## src/rtl/fetch_pkg.sv

```systemverilog
// Shared types and defaults for the instruction fetch queue.
// The optional FETCH_QUEUE_PERF_EN build uses no extra package items.
package fetch_pkg;

    typedef struct packed {
        logic [31:0] pc;
        logic [31:0] instr;
    } fetch_entry_t;

    localparam int          FETCH_DEPTH_DEFAULT = 4;
    localparam logic [31:0] RESET_PC_DEFAULT    = 32'h0000_0000;

endpackage

```

## src/rtl/fetch_fifo.sv

```systemverilog
// Circular buffer of fetched {pc, instr} entries with push, pop and a flush that empties it.
// Entry storage carries no reset; only the pointers and occupancy are cleared.
module fetch_fifo
    import fetch_pkg::*;
#(
    parameter int DEPTH = FETCH_DEPTH_DEFAULT
) (
    input  logic                   clk,
    input  logic                   reset,
    input  logic                   push_i,
    input  fetch_entry_t           push_data_i,
    input  logic                   pop_i,
    input  logic                   flush_i,
    output fetch_entry_t           head_o,
    output logic [$clog2(DEPTH):0] count_o,
    output logic                   full_o
);

    localparam int             PW       = $clog2(DEPTH);
    localparam int             CW       = PW + 1;
    localparam logic [PW-1:0]  PTR_ONE  = PW'(1);
    localparam logic [CW-1:0]  CNT_ONE  = CW'(1);
    localparam logic [CW-1:0]  FULL_CNT = CW'(DEPTH);

    fetch_entry_t  mem_q [DEPTH];
    logic [PW-1:0] head_q, head_d;
    logic [PW-1:0] tail_q, tail_d;
    logic [CW-1:0] count_q, count_d;
    logic          doPush;
    logic          doPop;

    // A full queue refuses a push even when a pop frees a slot in the same cycle.
    assign full_o = (count_q == FULL_CNT);
    assign doPush = push_i && !flush_i && !full_o;
    assign doPop  = pop_i && !flush_i && (count_q != '0);

    always_comb begin
        head_d  = head_q;
        tail_d  = tail_q;
        count_d = count_q;
        if (flush_i) begin
            head_d  = '0;
            tail_d  = '0;
            count_d = '0;
        end else begin
            if (doPush) tail_d = tail_q + PTR_ONE;
            if (doPop)  head_d = head_q + PTR_ONE;
            case ({doPush, doPop})
                2'b10:   count_d = count_q + CNT_ONE;
                2'b01:   count_d = count_q - CNT_ONE;
                default: count_d = count_q;
            endcase
        end
    end

    always_ff @(posedge clk or posedge reset) begin
        if (reset) begin
            head_q  <= '0;
            tail_q  <= '0;
            count_q <= '0;
        end else begin
            head_q  <= head_d;
            tail_q  <= tail_d;
            count_q <= count_d;
        end
    end

    always_ff @(posedge clk) begin
        if (doPush) mem_q[tail_q] <= push_data_i;
    end

    assign head_o  = mem_q[head_q];
    assign count_o = count_q;

endmodule

```

## src/rtl/fetch_queue.sv

```systemverilog
// Fetch PC generation feeding a small queue of instructions for decode; redirects flush and refetch.
// Defining FETCH_QUEUE_PERF_EN adds perf_fetched/perf_flushed counters and ports.
module fetch_queue
    import fetch_pkg::*;
#(
    parameter int          DEPTH    = FETCH_DEPTH_DEFAULT,
    parameter logic [31:0] RESET_PC = RESET_PC_DEFAULT
) (
    input  logic                   clk,
    input  logic                   reset,
    output logic [31:0]            imem_addr,
    input  logic [31:0]            imem_rdata,
    input  logic                   redirect,
    input  logic [31:0]            redirect_pc,
    output logic                   dec_valid,
    input  logic                   dec_ready,
    output logic [31:0]            dec_instr,
    output logic [31:0]            dec_pc,
    output logic [31:0]            dec_pc_plus4,
    output logic [$clog2(DEPTH):0] count
`ifdef FETCH_QUEUE_PERF_EN
    ,
    output logic [31:0]            perf_fetched,
    output logic [31:0]            perf_flushed
`endif
);

    logic [31:0]  pc_q, pc_d;
    logic         fifoFull;
    logic         pushFire;
    logic         popFire;
    fetch_entry_t pushEntry;
    fetch_entry_t headEntry;

    assign pushFire  = !redirect && !fifoFull;
    assign popFire   = dec_valid && dec_ready && !redirect;
    assign pushEntry = '{pc: pc_q, instr: imem_rdata};

    // The PC only advances when its instruction was actually captured.
    always_comb begin
        pc_d = pc_q;
        if (redirect)      pc_d = {redirect_pc[31:2], 2'b00};
        else if (pushFire) pc_d = pc_q + 32'd4;
    end

    always_ff @(posedge clk or posedge reset) begin
        if (reset) pc_q <= RESET_PC;
        else       pc_q <= pc_d;
    end

    fetch_fifo #(.DEPTH(DEPTH)) u_fifo (
        .clk         (clk),
        .reset       (reset),
        .push_i      (pushFire),
        .push_data_i (pushEntry),
        .pop_i       (popFire),
        .flush_i     (redirect),
        .head_o      (headEntry),
        .count_o     (count),
        .full_o      (fifoFull)
    );

    assign imem_addr    = pc_q;
    assign dec_valid    = (count != '0);
    assign dec_instr    = headEntry.instr;
    assign dec_pc       = headEntry.pc;
    assign dec_pc_plus4 = headEntry.pc + 32'd4;

`ifdef FETCH_QUEUE_PERF_EN
    logic [31:0] perfFetched_q;
    logic [31:0] perfFlushed_q;

    // perf_flushed accumulates the entries discarded by each redirect.
    always_ff @(posedge clk or posedge reset) begin
        if (reset) begin
            perfFetched_q <= '0;
            perfFlushed_q <= '0;
        end else begin
            if (pushFire) perfFetched_q <= perfFetched_q + 32'd1;
            if (redirect) perfFlushed_q <= perfFlushed_q + 32'(count);
        end
    end

    assign perf_fetched = perfFetched_q;
    assign perf_flushed = perfFlushed_q;
`else
    // No performance counters in this build.
`endif

endmodule

```

## config.mk

```make
export PLATFORM = sky130hd
export DESIGN_NAME = fetch_queue
export DESIGN_NICKNAME = d
export VERILOG_FILES = /design/src/rtl/fetch_pkg.sv /design/src/rtl/fetch_fifo.sv /design/src/rtl/fetch_queue.sv
export SDC_FILE = /design/constraint.sdc
export NUM_CORES = 1
export LEC_CHECK = 0
export CORE_MARGIN = 1
export CORE_UTILIZATION = 30
export CTS_CLUSTER_SIZE = 24
export DETAILED_ROUTE_END_ITERATION = 8
export RECOVER_POWER = 50
export SYNTH_ARGS = -nofsm -noshare
export SYNTH_HDL_FRONTEND = slang
export SYNTH_SLANG_ARGS = --single-unit
```

## constraint.sdc

```tcl
create_clock -name clk -period 7.4 [get_ports clk]
set_input_delay 0.74 -clock clk [delete_from_list [all_inputs] [get_ports clk]]
set_output_delay 0.74 -clock clk [all_outputs]
set_load 0.03 [all_outputs]
```

# Yosys cells after proc, flatten, opt, wreduce, memory -nomap -nowiden
# Memories as Yosys holds them, arrays and structs flattened.
# Index checks and enable logic that the tools add are counted.
# classes
n_addsub,6
mul,0
div_mod_pow,0
magnitude_cmp,0
eq_ne,3
n_shift,0
mux,10
n_bitwise,0
reduce_logical,14
# op_table
op,count
$add A32 B3 Y32 const B,2
$mux W32,2
$mux W2,4
$logic_and A1 B1 Y1,7
$pmux W3 S2,1
$reduce_bool A2 Y1,3
$reduce_bool A3 Y1,2
$add A2 B1 Y2 const B,2
$add A3 B1 Y3 const B,1
$eq A3 B3 Y1 const B,1
$mux W3,1
$sub A3 B1 Y3 const B,1
$eq A2 B1 Y1 const B,1
$eq A2 B2 Y1 const B,1
$logic_not A1 Y1,2
$mux W1,2
# word_totals
ff_bits,39
latchBits,0
mem_bits_rw,256
rom_bits,0
input_bits,68
out_inout_bits,132
memories,1
# memory_table
memory,words,width,read_ports,rd_ports_with_merged_regs,wr,line_no,text
u_fifo.mem_q,4,64,1,0,1,fetch_fifo.sv:25,fetch_entry_t mem_q [DEPTH];

# Logic depth before layout (Yosys ltp)
# Gate-level depths: netlist (run 1).
# logic_depth
depth_word,8
ltp_mapped,9
depth_no_buf,6

# Hierarchy
# From an unflattened synthesis (run 1), not the netlist that was laid out.
# hier_totals
hier_cells,674
area_unflattened_um2,12159.2
# by_module_without_submodules
module,n_inst,cells_per_inst,area_each_um2,seq_area_each_um2
fetch_fifo,1,394,9789.4,7862.5
fetch_queue,1,280,2369.8,750.7

# Worst setup path before layout (run 1)
# Ideal clock, no wire load.
# synth_path
kind,flip-flop to output port
start,register u_fifo.head_q[0]
end,output dec_pc_plus4[24]
t_arrival_ns,2.489
path_slack_ns,4.171
path_stages_with_launch,9
cell_sequence,dfrtp_1 > buf_6 > buf_12 > mux4_2 > ha_1 > nand2_1 > nor4_4 > nand4_1 > xnor2_1
# synth_via
elab_chain_cells,2
# synth_lines
item,line_no,text
from (decl),fetch_fifo.sv:26,"logic [PW-1:0] head_q, head_d;"
from (signal assigned),fetch_fifo.sv:58,head_q <= '0;
from (signal assigned),fetch_fifo.sv:62,head_q <= head_d;
$mem_v2 Z4 W64,--,
via dec_pc[2],fetch_queue.sv:18,"output logic [31:0] dec_pc,"
$add A32 B3 Y32,fetch_queue.sv:67,assign dec_pc_plus4 = headEntry.pc + 32'd4;
to (decl),fetch_queue.sv:19,"output logic [31:0] dec_pc_plus4,"
# The timed path passes the listed nets, and every way through them passes these cells.

# Final worst setup path (run 1)
# layout_path
start,register u_fifo.count_q[2] (netlist: u_fifo.count_o[2])
end,"memory u_fifo.mem_q[2][20] in the netlist's numbering, enable pin"
# layout_via
elab_chain_cells,7
# layout_lines
item,line_no,text
from (decl),fetch_fifo.sv:28,"logic [CW-1:0] count_q, count_d;"
from (signal assigned),fetch_fifo.sv:64,count_q <= count_d;
$eq A3 B3 Y1 *,fetch_fifo.sv:33,assign full_o = (count_q == FULL_CNT);
$logic_not A1 Y1 *,"fetch_fifo.sv:34, fetch_queue.sv:35",
$logic_and A1 B1 Y1,fetch_queue.sv:35,assign pushFire = !redirect && !fifoFull;
$logic_and A1 B1 Y1,fetch_fifo.sv:34,assign doPush = push_i && !flush_i && !full_o;
$logic_and A1 B1 Y1 *,fetch_fifo.sv:34,
$mux W1 *,fetch_fifo.sv:69,if (doPush) mem_q[tail_q] <= push_data_i;
$mux W1 (not written as such) *,fetch_fifo.sv:69,
to (decl),fetch_fifo.sv:25,
# Every way passes the cells marked *; elsewhere a longest branch is shown, timed or not.

==> results of run 1 <==
state kept, by name (all words and copies together), names as in the netlist:
register and count:
imem_addr 30, u_fifo.mem_q 248, u_fifo.head_q 2, u_fifo.count_o 3, u_fifo.tail_q 2
power breakdown:
group	total, mW	switching [mW]	internal [mW]
sequential	1.94	0.0854	1.86
combinational	0.748	0.434	0.314
clock	1.45	0.616	0.838
critical path: cells and delay by family, from the launching register on:
kind / cells / cell delay, ns
flip-flops: 1 / 0.46
AND/OR/NAND/NOR: 3 / 4.04
buffers and inverters: 1 / 0.23
synthesized netlist by cell type, drive strengths merged:
master  instances  area (µm²)
a31oi           1        6.26
mux4           62        1430
nor3b           1        7.51
nor4b           2        17.5
edfxtp        248        7450
buf            20         165
nand3          27         148
and4            1        8.76
clkbuf         11        41.3
mux2            1        11.3
dfrtp          37         926
xor2           29         254
nand4          22         174
a211oi          1        7.51
and2b           1        7.51
xnor2          32         280
nor2b           2        12.5
nor4            6        73.8
nand4b          2        17.5
inv             9        33.8
o21ai          29         145
a21oi           3        15.0
or3             1        6.26
and2            8        50.1
mux2i           1        10.0
and3            6        37.5
nor3            5        36.3
ha              6        75.1
nand2          54         203
conb            1        3.75
o221a           1        11.3
nor2           18        67.6
path summary, 6_finish.rpt:
check                                   from             endpoint  slack [ns]  cells past startpoint
setup / recovery           u_fifo.count_o[2]  u_fifo.mem_q[2][20]        2.08                      4
setup reg to reg           u_fifo.count_o[2]  u_fifo.mem_q[2][20]        2.08                      4
max in group asynchronous              reset     u_fifo.head_q[0]        4.53                      3
hold reg to reg             u_fifo.tail_q[1]     u_fifo.tail_q[1]        0.57                      2
hold / removal              u_fifo.tail_q[1]     u_fifo.tail_q[1]        0.57                      2
min in group asynchronous              reset        imem_addr[22]        1.39                      3
kinds of logic after synthesis:
| group | count (synthesis) | share of synthesized area, % |
|---|---|---|
| compound gates | 35 | 1.58 |
| xor+xnor | 61 | 4.56 |
| fa+ha+maj | 6 | 0.640 |
| buf+inv | 40 | 2.05 |
| flops | 285 | 71.4 |
| mux | 64 | 12.3 |
| other cells | 1 | 0.0320 |
| simple gates | 156 | 7.39 |
final cells by class:
cell class                 instances  area [µm²]
sequential                       285        8380
tap                              518         648
multi-input combinational        328        3150
timing repair buffer             197        1940
clock inverter                    20         163
clock buffer                      37         798
inverter                           9        33.8
fill                            3603       23400
metal layers:
metal  global-route usage, %  wire (µm)  vias to the layer above  part of all wire (%)
met1                    18.8      12500                     3250                    46
met3                    3.04       1720                       46                   6.3
met4                    3.82        621                        0                   2.3
met5                       0          0                        -                     0
li1                        -          -                     2950                     -
met2                    21.6      12600                      181                    46
metrics by stage:
step	hold WS (ns)	setup WS, ns	util [%]	instance area, µm²	power, mW
after floorplan	0.538	4.17	-	11700	2.41
after global placement	0.561	2.92	36.7	14200	2.74
after detailed placement	0.570	2.91	36.7	14200	2.74
after CTS	0.579	2.29	39.2	15100	4.22
after global routing	0.617	1.50	39.2	15100	4.32
final	0.572	2.08	39.2	15100	4.15
==> results.toml, run 1 <==
[outcome]
failed_checks = "capacitance limit, slew limit"
outcome = "complete, but fails checks"

[flow_run]
drv.max_cap_violation_count = 2

[route]
detail_route.vias_per_cell = 4.61
remaining_drc_errors = 0
routed-via-count = 6427
postRouteAntennaNets = 0
routed_wire_length_per_instance_um = 19.7
drt_first_iter_violations = 282
route.final.wire_length_mm = 27.5
drt-pass1-iter-count = 4

[cts]
post-cts-setup-buffers = 0
clock-sinks = 285
cts_hold_repair.buffers = 0
root_buffer_cell = "sky130_fd_sc_hd__clkbuf_16"
clock_tree_from_tritoncts = "built"
cts-buffers-inserted = 31
clk_path_buf_depth = 3
cts_htree_levels = 1
post_cts_resize_count = 0
source_to_sink_clock_delay_at_the_later_pin_of_the_worst_skew_pair_ns = 0.55
clk_pin_slew_worst_paths_ns = 0.06

[hold_path]
hold_path_class = "register to register"

[grt]
grt_antenna_before_repair = 0
via_count_of_the_first_global_routing_pass = 6588
grt_start_max_net_pins = 68
globalRouteOverflowTotal = 0
grt.total_usage_pct = 13.6
grt_first_pass_wirelength_mm = 40.5

[synthesis]
synth-seq-cells = 285
synth.cell_area_um2 = 11700
post_synth.cell_area_avg_um2 = 18.1
yosysWarnings = 0
netlist-cell-type-count = 42
syn-instance-count = 648
synth_seq_area_share_pct = 71.4

[worst_setup_path]
endpoint_kind = "register"
crit_fanout = 62
critical_path.max_stage_delay_ns = 3.53
setup.worst_path.start_class = "register"
worstPathArrival_ns = 5.35
path_class = "register to register"
crit_chain = "nor3b_1, clkbuf_1, nor2_1, and2_0"
crit_path_slowest_cell = "sky130_fd_sc_hd__and2_0"
critPathRequiredTime_ns = 7.43

[sta]
grt_setup_unrepaired = "no"
worst_clock_skew_ns = 0.00828
achievable-frequency_mhz = 188
report.final.slew_viol_count = 101
period_minus_slack_ns = 5.32
timing.slew.headroom_pct = -229
finalCritPeriodShare_pct = 71.9
finalSetupTns_ns = 0
final_hold_viol_count = 0
tightest_slew_ns = 4.93
setup_violations = 0

[placed_design]
place_hpwl_mm = 17.1
globalplace.congestion = 0.718
count_of_input_and_output_buffers = 191
dp.cells = 1337

[cells_and_area]
area_growth_pct = 28.9
final_cell_count_no_fill = 1394
most-common-layout-cells = "sky130_fd_sc_hd__edfxtp_1, sky130_fd_sc_hd__clkdlybuf4s50_1, sky130_fd_sc_hd__nand2_1, sky130_fd_sc_hd__mux4_2, sky130_fd_sc_hd__dlygate4sd3_1"
layout.cells.most_common = "sky130_fd_sc_hd__edfxtp_1"
diode_count = 0
nets = 926
drive_gt1_share_pct = 13.8

[floorplan]
die_height_um = 200
floorplan.die_area_um2 = 39900
core_area_um2 = 38600
number_of_top_level_pins = 200
floorplan.die.width_um = 200
rows = 72
initial_core_util_pct = 30.4

[pwr]
power_per_cell_area_nw_per_um2 = 274
power.static_leakage_nw = 4.94
max-vdd-ir-drop_v = 0.000141
(Power assumes the default switching activity.)
==> run 2: changes to the inputs <==
- clock period: 7.4 -> 4.5 ns (I/O delays scaled with it)
==> run 2 against run 1 <==
  * Global-route usage rose by 0.37 points
  * Non-clock buffer count rose by 7
  * Clock-buffer cell count fell by 2
  * Combinational power rose by 68%
  * Sequential power rose by 63%
  * Sequential share of layout area barely moved
  * Clock power rose by 59%
  * The flow still finishes with violations (capacitance limit, slew limit)
  * Critical path depth rose by 2
  * Routed wire length rose by 2.0%
  * Die area did not move
  * Hold slack got worse by 0.11 ns
==> results.toml, run 2 (same netlist as run 1, synthesis figures left out) <==
[grt]
grt_start_max_net_pins = 67
grt_util_met1_pct = 19.7
grt.total_usage_pct = 14.0
globalRoute.busiestLayer = "met2"
grt_util_met3_pct = 2.43
via_count_of_the_first_global_routing_pass = 6735
grt_first_pass_wirelength_mm = 41.5
globalRouteOverflowTotal = 0
grt_antenna_before_repair = 0
grt_util_met2_pct = 22.7

[worst_setup_path]
setup.worst_path.start_class = "register"
crit_path_slowest_cell = "sky130_fd_sc_hd__clkdlybuf4s50_1"
r2r_cells = 5
critical_path.max_stage_delay_ns = 0.69
crit_fanout = 20
critical_path.reg2reg.startpoint = "u_fifo.count_o[2]"
crit_chain = "mux4_1, nand4_4, nor4_4, nand2_1, xnor2_1, clkdlybuf4s50_1"
crit-reg2reg-capture = "u_fifo.mem_q[3][6]"
critical_path.n_buffers_inverters = 1
worstPathArrival_ns = 3.72
reg2reg_slack_ns = 0.77
endpoint_kind = "primary output"
path_class = "register to primary output"
critPathRequiredTime_ns = 4.05
cp_top_delay_family = "simple AND/OR/NAND/NOR gates"

[pwr]
pwr-share-comb_pct = 18.7
internal_power_mw = 4.88
pwr-share-clk_pct = 34.2
max-vdd-ir-drop_v = 0.000255
power.net_switching_mw = 1.85
power_per_cell_area_nw_per_um2 = 445
power.static_leakage_nw = 4.94
pwr-share-seq_pct = 47.1
switching_share_pct = 27.5

[flow_run]
drv.max_cap_violation_count = 3

[hold_path]
hold_path_class = "input pin to register"
end_point_of_the_worst_hold_path = "imem_addr[28]"
hold_depth = 3
hp-start = "redirect_pc[28]"

[cts]
clk_path_buf_depth = 3
cts_hold_repair.buffers = 0
source_to_sink_clock_delay_at_the_later_pin_of_the_worst_skew_pair_ns = 0.54
clock_tree_from_tritoncts = "built"
post_cts_resize_count = 0
root_buffer_cell = "sky130_fd_sc_hd__clkbuf_16"
cts_htree_levels = 1
clk_pin_slew_worst_paths_ns = 0.06
post-cts-setup-buffers = 0
cts-buffers-inserted = 31
clock-sinks = 285

[outcome]
failed_checks = "capacitance limit, slew limit"
outcome = "complete, but fails checks"

[floorplan]
die_height_um = 200
number_of_top_level_pins = 200
floorplan.die.width_um = 200
floorplan.die_area_um2 = 39900
rows = 72
initial_core_util_pct = 30.4
core_area_um2 = 38600

[sta]
grt_setup_unrepaired = "no"
finalCritPeriodShare_pct = 92.8
setup_violations = 0
report.final.slew_viol_count = 84
final_hold_viol_count = 0
postLayoutSetupSlackWorst_ns = 0.325
tightest_slew_ns = 2.13
timing.slew.headroom_pct = -41.9
period_minus_slack_ns = 4.17
finalSetupTns_ns = 0
worst_clock_skew_ns = 0.00723
achievable-frequency_mhz = 240

[placed_design]
place_hpwl_mm = 18.3
placement_setup_slack_ns = 0.784
count_of_input_and_output_buffers = 191
globalplace.congestion = 0.715
dpl_cell_area_um2 = 14200

[route]
remaining_drc_errors = 0
route.final.wire_length_mm = 28.1
routed_wire_length_per_instance_um = 20.0
detail_route.vias_per_cell = 4.67
drt-pass1-iter-count = 4
routed-via-count = 6544
drt_first_iter_violations = 394
postRouteAntennaNets = 0

[cells_and_area]
layout.cells.most_common = "sky130_fd_sc_hd__edfxtp_1"
drive_gt1_share_pct = 13.6
register_ranked_first_by_flip_flop_count = "u_fifo.mem_q"
finish.instance_area_um2 = 15100
largest_register_ffs = 248
most-common-layout-cells = "sky130_fd_sc_hd__edfxtp_1, sky130_fd_sc_hd__clkdlybuf4s50_1, sky130_fd_sc_hd__nand2_1, sky130_fd_sc_hd__mux4_2, sky130_fd_sc_hd__dfrtp_1"
nets = 933
final_core_util_pct = 39.2
area_growth_pct = 29.0
fill_cells = 3647
-- run 2: cell types whose count changed in the layout (fill, tap and decap cells not counted), moves of 2 or more --
cell                              before  now
sky130_fd_sc_hd__dlygate4sd3_1        36   33
sky130_fd_sc_hd__clkdlybuf4s50_1     154  157
sky130_fd_sc_hd__clkinv_1              5   12
sky130_fd_sc_hd__clkinv_2              7    2
sky130_fd_sc_hd__clkbuf_1              8    6
sky130_fd_sc_hd__buf_4                 4   11
sky130_fd_sc_hd__diode_2               0    2
-- run 2: cell type report --
| class | instances | area [µm²] | share of cell area [%] |
|---|---|---|---|
| clock buffer | 35 | 791 | 5.23 |
| sequential | 285 | 8380 | 55.4 |
| tap | 518 | 648 | 4.29 |
| clock inverter | 20 | 125 | 0.827 |
| multi-input combinational | 328 | 3140 | 20.8 |
| timing repair buffer | 204 | 2000 | 13.2 |
| inverter | 9 | 33.8 | 0.223 |
| antenna | 2 | 5.00 | 0.0331 |
-- run 2: worst max path at each step --
stage	start	to	slack [ns]	cells after the start
2_1_floorplan	u_fifo.count_o[1]	u_fifo.mem_q[0][0]	1.39	5
6_report	u_fifo.head_q[0]	dec_pc_plus4[15]	0.33	6
4_1_cts	u_fifo.head_q[0]	dec_pc_plus4[31]	0.19	7
3_3_place_gp	u_fifo.head_q[0]	dec_pc_plus4[15]	0.80	6
5_1_grt	u_fifo.head_q[0]	dec_pc_plus4[31]	0.04	7
3_5_place_dp	u_fifo.head_q[0]	dec_pc_plus4[31]	0.78	7
-- run 2: worst register-to-register path, delay by kind of cell (launching register included) --
family / cells / cell delay, ns
DFF: 1 / 0.48
and+or+nand+nor: 3 / 2.07
buffers and inverters: 2 / 0.83
-- run 2: layer usage --
metal | up-vias | share of wire, %
met4 | 0 | 1.7
li1 | 2963 | -
met1 | 3341 | 46
met5 | - | 0
met3 | 33 | 5.2
met2 | 207 | 47
-- run 2: power groups by stage --
stage	Sequential, mW	Combinational, mW	Clock, mW
2_1_floorplan	3.23	0.731	0
3_3_place_gp	3.22	1.28	0
3_5_place_dp	3.23	1.29	0
4_1_cts	3.18	1.29	2.38
5_1_grt	3.19	1.34	2.47
6_report	3.17	1.26	2.30
-- run 2: metrics by stage --
step	total power, mW	instances	hold slack (ns)
2_1_floorplan	3.96	653	0.538
3_3_place_gp	4.50	1344	0.560
3_5_place_dp	4.52	1344	0.558
4_1_cts	6.84	1399	0.321
5_1_grt	7.00	1399	0.459
6_report	6.73	1401	0.465
